==> src/rtl/multi_seg_ctrl.sv <==
// multi_seg_ctrl -- control FSM for the multi-cycle R/I/J CPU datapath.
//
// Steps each instruction through fetch, decode, execute, memory and
// write-back. It drives every datapath enable and mux select from the IR
// fields and the ALU flags.
//
// Ports
//   clk, rst             clock; asynchronous active-high reset
//   opcode, funct        IR[31:26], IR[5:0]
//   ZF, OF               ALU zero / signed-overflow flags (current cycle)
//   PC_Write, PC_Src     PC load enable and source select
//   IorD, Mem_Write      memory address select, memory write enable
//   IR_Write             instruction register load enable
//   Reg_Write, RegDst    register file write enable, destination select
//   MemToReg             write-back data select
//   ALU_SrcA, ALU_SrcB   ALU operand selects
//   ALU_OP               ALU operation
//   state                current state (debug)
//   halted               high while parked in HALT
//   illegal              one-cycle pulse in DECODE for unsupported encodings
module multi_seg_ctrl #(
  parameter logic [5:0] HALT_OPCODE = 6'b111111
) (
  input  logic       clk,
  input  logic       rst,
  input  logic [5:0] opcode,
  input  logic [5:0] funct,
  input  logic       ZF,
  input  logic       OF,
  output logic       PC_Write,
  output logic [1:0] PC_Src,
  output logic       IorD,
  output logic       Mem_Write,
  output logic       IR_Write,
  output logic       Reg_Write,
  output logic       RegDst,
  output logic       MemToReg,
  output logic       ALU_SrcA,
  output logic [1:0] ALU_SrcB,
  output logic [3:0] ALU_OP,
  output logic [3:0] state,
  output logic       halted,
  output logic       illegal
);

  localparam logic [3:0] S_FETCH = 4'd0,  S_DECODE = 4'd1,  S_EXEC_R   = 4'd2,
                         S_WB_R  = 4'd3,  S_EXEC_I = 4'd4,  S_WB_I     = 4'd5,
                         S_MEM_ADDR = 4'd6, S_MEM_RD = 4'd7, S_WB_LW   = 4'd8,
                         S_MEM_WR = 4'd9, S_BRANCH = 4'd10, S_JUMP     = 4'd11,
                         S_HALT  = 4'd15;

  localparam logic [5:0] OP_RTYPE = 6'b000000, OP_ADDI = 6'b001000,
                         OP_SLTI  = 6'b001010, OP_ANDI = 6'b001100,
                         OP_ORI   = 6'b001101, OP_XORI = 6'b001110,
                         OP_LW    = 6'b100011, OP_SW   = 6'b101011,
                         OP_BEQ   = 6'b000100, OP_BNE  = 6'b000101,
                         OP_J     = 6'b000010;

  localparam logic [5:0] F_ADD = 6'b100000, F_ADDU = 6'b100001,
                         F_SUB = 6'b100010, F_SUBU = 6'b100011,
                         F_AND = 6'b100100, F_OR   = 6'b100101,
                         F_XOR = 6'b100110, F_NOR  = 6'b100111,
                         F_SLT = 6'b101010, F_SLTU = 6'b101011,
                         F_SLLV = 6'b000100;

  localparam logic [3:0] A_AND = 4'd0, A_OR = 4'd1, A_XOR = 4'd2, A_NOR = 4'd3,
                         A_ADD = 4'd4, A_SUB = 4'd5, A_SLT = 4'd6,
                         A_SLTU = 4'd7, A_SLLV = 4'd8;

  function automatic logic legal_funct(input logic [5:0] f);
    case (f)
      F_ADD, F_ADDU, F_SUB, F_SUBU, F_AND, F_OR,
      F_XOR, F_NOR, F_SLT, F_SLTU, F_SLLV: legal_funct = 1'b1;
      default:                             legal_funct = 1'b0;
    endcase
  endfunction

  function automatic logic [3:0] r_alu_op(input logic [5:0] f);
    case (f)
      F_ADD, F_ADDU: r_alu_op = A_ADD;
      F_SUB, F_SUBU: r_alu_op = A_SUB;
      F_AND:         r_alu_op = A_AND;
      F_OR:          r_alu_op = A_OR;
      F_XOR:         r_alu_op = A_XOR;
      F_NOR:         r_alu_op = A_NOR;
      F_SLT:         r_alu_op = A_SLT;
      F_SLTU:        r_alu_op = A_SLTU;
      F_SLLV:        r_alu_op = A_SLLV;
      default:       r_alu_op = A_AND;
    endcase
  endfunction

  function automatic logic [3:0] i_alu_op(input logic [5:0] op);
    case (op)
      OP_ADDI: i_alu_op = A_ADD;
      OP_SLTI: i_alu_op = A_SLT;
      OP_ANDI: i_alu_op = A_AND;
      OP_ORI:  i_alu_op = A_OR;
      OP_XORI: i_alu_op = A_XOR;
      default: i_alu_op = A_AND;
    endcase
  endfunction

  logic [3:0] state_q, next_state;
  logic       ovf;
  logic       pc_write_c, mem_write_c, ir_write_c, reg_write_c;

  always_ff @(posedge clk or posedge rst) begin
    if (rst) begin
      state_q <= S_FETCH;
      ovf     <= 1'b0;
    end else begin
      state_q <= next_state;
      // Trapping arithmetic only; overflow of the unsigned variants is ignored.
      if (state_q == S_EXEC_R)
        ovf <= OF & ((funct == F_ADD) || (funct == F_SUB));
      else if (state_q == S_EXEC_I)
        ovf <= OF & (opcode == OP_ADDI);
    end
  end

  always_comb begin
    next_state  = state_q;
    pc_write_c  = 1'b0;
    PC_Src      = 2'd0;
    IorD        = 1'b0;
    mem_write_c = 1'b0;
    ir_write_c  = 1'b0;
    reg_write_c = 1'b0;
    RegDst      = 1'b0;
    MemToReg    = 1'b0;
    ALU_SrcA    = 1'b0;
    ALU_SrcB    = 2'd0;
    ALU_OP      = A_AND;
    illegal     = 1'b0;
    case (state_q)
      S_FETCH: begin
        ir_write_c = 1'b1;
        ALU_SrcB   = 2'd1;
        ALU_OP     = A_ADD;
        pc_write_c = 1'b1;
        next_state = S_DECODE;
      end
      S_DECODE: begin
        // Branch target PC + (sext(imm) << 2) is formed here.
        ALU_SrcB = 2'd2;
        ALU_OP   = A_ADD;
        if (opcode == HALT_OPCODE)
          next_state = S_HALT;
        else if (opcode == OP_RTYPE && legal_funct(funct))
          next_state = S_EXEC_R;
        else if (opcode inside {OP_ADDI, OP_SLTI, OP_ANDI, OP_ORI, OP_XORI})
          next_state = S_EXEC_I;
        else if (opcode inside {OP_LW, OP_SW})
          next_state = S_MEM_ADDR;
        else if (opcode inside {OP_BEQ, OP_BNE})
          next_state = S_BRANCH;
        else if (opcode == OP_J)
          next_state = S_JUMP;
        else begin
          illegal    = 1'b1;
          next_state = S_FETCH;
        end
      end
      S_EXEC_R: begin
        ALU_SrcA   = 1'b1;
        ALU_OP     = r_alu_op(funct);
        next_state = S_WB_R;
      end
      S_WB_R: begin
        reg_write_c = ~ovf;
        RegDst      = 1'b1;
        next_state  = S_FETCH;
      end
      S_EXEC_I: begin
        ALU_SrcA   = 1'b1;
        ALU_SrcB   = (opcode inside {OP_ANDI, OP_ORI, OP_XORI}) ? 2'd3 : 2'd2;
        ALU_OP     = i_alu_op(opcode);
        next_state = S_WB_I;
      end
      S_WB_I: begin
        reg_write_c = ~ovf;
        next_state  = S_FETCH;
      end
      S_MEM_ADDR: begin
        ALU_SrcA   = 1'b1;
        ALU_SrcB   = 2'd2;
        ALU_OP     = A_ADD;
        next_state = (opcode == OP_LW) ? S_MEM_RD : S_MEM_WR;
      end
      S_MEM_RD: begin
        IorD       = 1'b1;
        next_state = S_WB_LW;
      end
      S_WB_LW: begin
        reg_write_c = 1'b1;
        MemToReg    = 1'b1;
        next_state  = S_FETCH;
      end
      S_MEM_WR: begin
        IorD        = 1'b1;
        mem_write_c = 1'b1;
        next_state  = S_FETCH;
      end
      S_BRANCH: begin
        ALU_SrcA   = 1'b1;
        ALU_OP     = A_SUB;
        PC_Src     = 2'd1;
        pc_write_c = ((opcode == OP_BEQ) & ZF) | ((opcode == OP_BNE) & ~ZF);
        next_state = S_FETCH;
      end
      S_JUMP: begin
        PC_Src     = 2'd2;
        pc_write_c = 1'b1;
        next_state = S_FETCH;
      end
      S_HALT: next_state = S_HALT;
      default: next_state = S_FETCH;
    endcase
  end

  // Reset holds the FSM in FETCH, whose enables would otherwise be active.
  assign PC_Write  = pc_write_c  & ~rst;
  assign Mem_Write = mem_write_c & ~rst;
  assign IR_Write  = ir_write_c  & ~rst;
  assign Reg_Write = reg_write_c & ~rst;
  assign state     = state_q;
  assign halted    = (state_q == S_HALT);

endmodule

==> config.mk <==
export PLATFORM = sky130hd
export DESIGN_NAME = multi_seg_ctrl
export DESIGN_NICKNAME = d
export VERILOG_FILES = /design/src/rtl/multi_seg_ctrl.sv
export SDC_FILE = /design/constraint.sdc
export NUM_CORES = 1
export LEC_CHECK = 0
export BUFFER_PORTS_ARGS = -buffer_cell sky130_fd_sc_hd__buf_2
export CAP_MARGIN = 10
export CELL_PAD_IN_SITES_DETAIL_PLACEMENT = 0
export CELL_PAD_IN_SITES_GLOBAL_PLACEMENT = 1
export CORE_UTILIZATION = 31
export DETAILED_ROUTE_END_ITERATION = 10
export PLACE_DENSITY_LB_ADDON = 0.1
export SYNTH_ARGS = -nofsm -noshare
export SYNTH_HDL_FRONTEND = slang
export SYNTH_SLANG_ARGS = --single-unit
==> constraint.sdc <==
create_clock -name clk -period 1.97 [get_ports clk]
set_clock_uncertainty 0.05 [all_clocks]
set_input_delay 0.0985 -clock clk [delete_from_list [all_inputs] [get_ports clk]]
set_output_delay 0.0985 -clock clk [all_outputs]
set_load 0.1 [all_outputs]
[Word level (Yosys, flattened, before mapping)]
Index checks and enable logic that the tools add are counted.
Word-level totals
  logic and storage cells: 100
  flip-flop bits (word level): 5
Operators by class
  bitwise logic cells: 12
  eq/ne operators: 34
  multiplexer cells: 34
  reductions and logical operators: 18
Operator list (count)
  6-bit == test (second input constant): 13
  4-bit one-hot mux with 8 select lines: 1
  6-bit by 4-bit == test with 1-bit output (second input constant): 5
  4-bit two-way mux: 7
  4-bit one-hot mux with 7 select lines: 1
  4-bit == test (second input constant): 5
  1-bit two-way mux: 19
  6-bit by 3-bit == test with 1-bit output (second input constant): 3
  4-bit by 3-bit == test with 1-bit output (second input constant): 4
  4-bit one-hot mux with 4 select lines: 1
  3-bit one-hot mux with 4 select lines: 1
  2-bit OR reduction: 6
  11-bit OR reduction: 1
  1-bit bitwise AND: 8
  4-bit by 2-bit == test with 1-bit output (second input constant): 2
  6-bit by 2-bit == test with 1-bit output (second input constant): 1
  6-bit zero test: 1
  2-bit one-hot mux with 3 select lines: 1
  2-bit nonzero test: 3
  5-bit nonzero test: 1
  4-bit by 1-bit == test with 1-bit output (second input constant): 1
  4-bit zero test: 1
  1-bit one-hot mux with 2 select lines: 2
  2-bit one-hot mux with 2 select lines: 1
  7 further kinds: 9

[Depth between registers and ports, before layout]
  depth in word-level cells: 9
  mapped depth: 6

[Least setup slack after synthesis]
Ideal clock, no wire load.
  path type: flip-flop to output port
  start: register state_q[2], in the netlist state[2]
  end: output Reg_Write
  stages on the path, launching flop included: 5
  data required time: 1.821 ns
  arrival: 4.388 ns
  path slack: -2.566 ns
  cell sequence: dfrtp_1 -> clkbuf_1 -> nand2b_1 -> nor3_1 -> o21a_1
Between the ends
  word-level cells in the longest chain between the ends: 4
Ends and longest elaborated chain
  start, declared: RTL line 104  | logic [3:0] state_q, next_state;
  start signal, assigned: RTL line 113  | state_q <= next_state;
  4-bit by 3-bit == test with 1-bit output / 4-bit by 2-bit == test with 1-bit output (equally long branches): RTL line 136  | case (state_q)
  2-bit OR reduction (no source line)
  1-bit one-hot mux with 2 select lines *: RTL line 136
  1-bit bitwise AND *: RTL line 226  | assign Reg_Write = reg_write_c & ~rst;
  end, declared: RTL line 35  | output logic Reg_Write,
Mark *: on every way between the ends. The rest lies on a longest branch, timed or not.

[Worst setup path after layout]
  start: register state_q[3], in the netlist state[3]
  end: output ALU_OP[2]
Between the ends
  word-level cells in the longest chain between the ends: 3
Ends and longest elaborated chain
  4-bit by 1-bit == test with 1-bit output, or another cell as far along: RTL line 136
  3-bit OR reduction (no source line)
  4-bit one-hot mux with 4 select lines *: RTL line 136
  end, declared: RTL line 40  | output logic [3:0] ALU_OP,
Marks and branches as above.

==> results.cfg <==
[yosys]
synthAdderAreaFrac_pct = 0
synth.mux.area_fraction_pct = 2.41
yosys.cell_types.count = 42
async_reset_ff_share_pct = 100
synth_xor_area_share_pct = 3.17
synth_seq_cells = 5
cell_area_synth_sq_um = 830
synth_simple_gate_area_share_pct = 42.5
syn_area_per_cell_sq_um = 6.74
ys.flop_type = dfrtp_1
portion_of_the_post_synthesis_area_used_by_sequential_elements_pct = 15.1
netlist.top_cell.by_area = dfrtp_1
synthDominantCellAreaShare_pct = 15.1
synth_nets = 139
number_of_synthesized_flops_with_an_enable_pin = 0
largest_family_of_logic_cells_by_synthesized_area = simple AND/OR/NAND/NOR gates
post_synth_inst_count = 123
yosys_warnings = 0
synth_compound_area_share_pct = 28.4
netlist_top_cells_area = dfrtp_1, nor2_1, a21oi_1

[drt]
avgRoutedWirePerCell_microns = 14.7
detailedRoute.firstIterationViolations = 22
drtAntennaViolNets = 0
firstDrtPassIters = 4
route.vias.total = 1129
avgViaCountPerCell = 5.73
remaining_drc_errors = 0
totalWireLength_microns = 2900

[power]
p_per_area_nw_per_um2 = 1470
internal_power_w = 0.000906
leakage_nw = 0.645
power_frac_seq_pct = 6.9
switching_power_w = 0.00146
comb_power_share_pct = 87.9
fin_total_pwr_w = 0.00237
peakVddDrop_mv = 1.36
power_switching_share_pct = 61.7
power_frac_clock_pct = 5.2

[setup_path]
crit_path_end_kind = output port
crit_fanout = 2
r2r_slack_ps = -50
cp.arrival_ps = 1990
worstRegToRegCells = 6
reg2reg_end = ovf
timing.rr.start = state[3]
critical_path_class = reg2out
worstSetupStartpointType = flip-flop
crit_path_cell_trace = or2_1, or4b_4, a211oi_2, or3_4, buf_12
required_ps = 1820
cp_slowest_stage_delay_ps = 530
critPathSlowestCell = or4b_4

[clock_tree]
cts_root_buffer = clkbuf_4
ctsHtreeMaxLevel = 1
max-clock-path-buffers = 2
cts_made_buffers = 3
tritoncts_num_sinks = 5
cts_tree = done
insertion_delay_ps = 250
worst_setup_hold_path_clk_slew_ps = 50

[sta]
minimum_period_implied_by_the_final_worst_setup_slack_ps = 2140
final_max_slew_viol_count = 0
rsz0062_at_grt = yes
slew_headroom_pct = 67.8
sum_neg_setup_slack_ps = -561
post-route-period-util_pct = 109
worst_slack_ps = -173
timing_hold_violations_final = 0
final-setup-viol-count = 5
timing.fmax_ghz = 0.467
worst_pin_slew_ps = 486

[floorplan]
core.rowCount = 18
pin_count = 38
initial_utilization_pct = 33.2
coreArea_sq_um = 2500
dieHeight_microns = 53.7
fp.dieArea_sq_um = 2890
dieWidth_microns = 53.7

[hold_path]
hold-path-cell-count = 2
min_path_type = in2reg
hold_start = OF
worst_hold_path.endpoint = ovf

[cells_and_area]
syn_to_final_growth_pct = 93.8
num_antenna_cells = 0
drive_gt1_share_pct = 55.1
final_core_utilization_pct = 64.3
fillCellCount = 229
fin_nets = 184

[placed_design]
post-place-ws_ps = 59.2
dp_hpwl_microns = 2220
buffers_added_on_ports = 37
finalWeightedCongestion = 0.825

[grt]
grt_pass1_wl_microns = 4550
grt_max_degree = 17
vias_in_the_first_global_route = 1020
global_route.usage.total_pct = 21.9
overflow = 0
grt_antenna_before_repair = 0

[outcome]
violations_in_the_final_reports = setup timing
run_status = finished, violations left

[job]
timing.max_cap.violations = 0
## routing by layer
metal | vias to the layer above | wire length (microns) | track usage, %
met3 | 8 | 114 | 3.67
met1 | 532 | 1300 | 26.5
met5 | - | 0 | 0
met4 | 0 | 76 | 14.9
li1 | 547 | - | -
met2 | 42 | 1410 | 35.2
## power groups by stage
stage	Combinational, W	Sequential, W	Clock (W)
after global routing	0.00217	0.000164	0.000134
final	0.00208	0.000162	0.000124
after global placement	0.00199	0.000168	0
after floorplan	0.00133	0.000370	0
after CTS	0.00206	0.000162	0.000128
after detailed placement	0.00200	0.000170	0
## cell families (layout without fill, tap and decap cells)
group                     after synthesis  after routing
AOI/OAI and AO/OA                      33             33
muxes                                   2              2
xor gates and xnor gates                3              3
and+or+nand+nor                        64             64
buffers and inverters                  16             60
DFF                                     5              5
## what timing repair did
| item | in CTS | in global routing |
|---|---|---|
| setup buffers | 4 | 0 |
| pin swaps | 4 | 1 |
| endpoints found under the hold margin | 5 | 0 |
| hold buffers | 1 | 0 |
| setup endpoints to repair | 7 | 9 |
| resized for setup | 6 | 5 |
## area by class of cell
cell class,count,area (sq um),area share (%)
timing repair buffer,51,512,31.8
multi-input combinational,102,873,54.3
tap,30,37.5,2.33
inverter,5,18.8,1.17
sequential,5,140,8.72
clock buffer,4,26.3,1.63
## cell usage in the layout (no fill, tap or decap), types with 2 or more instances in the layout
master,synthesis,routed
a211o_1,2,2
a211oi_1,4,3
a21oi_1,8,6
a31oi_1,3,2
buf_12,0,14
buf_2,2,24
buf_4,0,9
buf_6,1,3
clkbuf_4,0,3
dfrtp_4,0,4
inv_1,5,5
mux2i_1,2,2
nand2_1,7,7
nand2b_1,5,3
nand2b_4,0,2
nand3_1,7,7
nand3b_1,2,2
nor2_1,14,7
nor2_2,0,2
nor2_4,0,5
nor3_1,8,4
nor3_4,0,3
o21ai_0,5,4
or3_1,5,2
or3_4,0,3
xor2_1,2,2
## registers in the layout, summed over array words and instances, names as in the netlist
register and count:
state 4, ovf 1
## stage by stage
step | area, sq um | hold slack [ps] | cells
after floorplan | 1100 | -157 | 123
after global placement | 1470 | 66.7 | 188
after detailed placement | 1470 | 77.6 | 188
after CTS | 1590 | 16.0 | 197
after global routing | 1610 | 25.6 | 197
final | 1610 | 23.3 | 197
## worst max path at each step
stage / startpoint / to / slack [ps]
after floorplan: state[2] / Reg_Write / -470
after global placement: state[3] / ALU_OP[2] / 100
after detailed placement: state[3] / ALU_OP[2] / 60
after CTS: state[3] / ALU_OP[2] / -190
after global routing: state[3] / ALU_OP[2] / -200
final: state[3] / ALU_OP[2] / -170
## critical path, delay by kind of cell, from the launching register on
kind,cells,cell delay [ps]
DFF,1,460
AOI/OAI and AO/OA,1,180
and+or+nand+nor,3,940
buffers and inverters,1,160
## cells in the mapped netlist (2+ instances only)
master	number
dfrtp_1	5
mux2i_1	2
inv_1	5
o21ai_0	5
nor3_1	8
xor2_1	2
a21oi_1	8
buf_2	2
nand3b_1	2
a211o_1	2
a31oi_1	3
nand2b_1	5
nor3b_1	2
a211oi_1	4
nor4_1	2
clkbuf_1	7
nand3_1	7
nor2b_1	3
nand2_1	7
o32ai_1	2
or3_1	5
nor4b_1	2
nor2_1	14
Power figures use the tool's default switching activity.
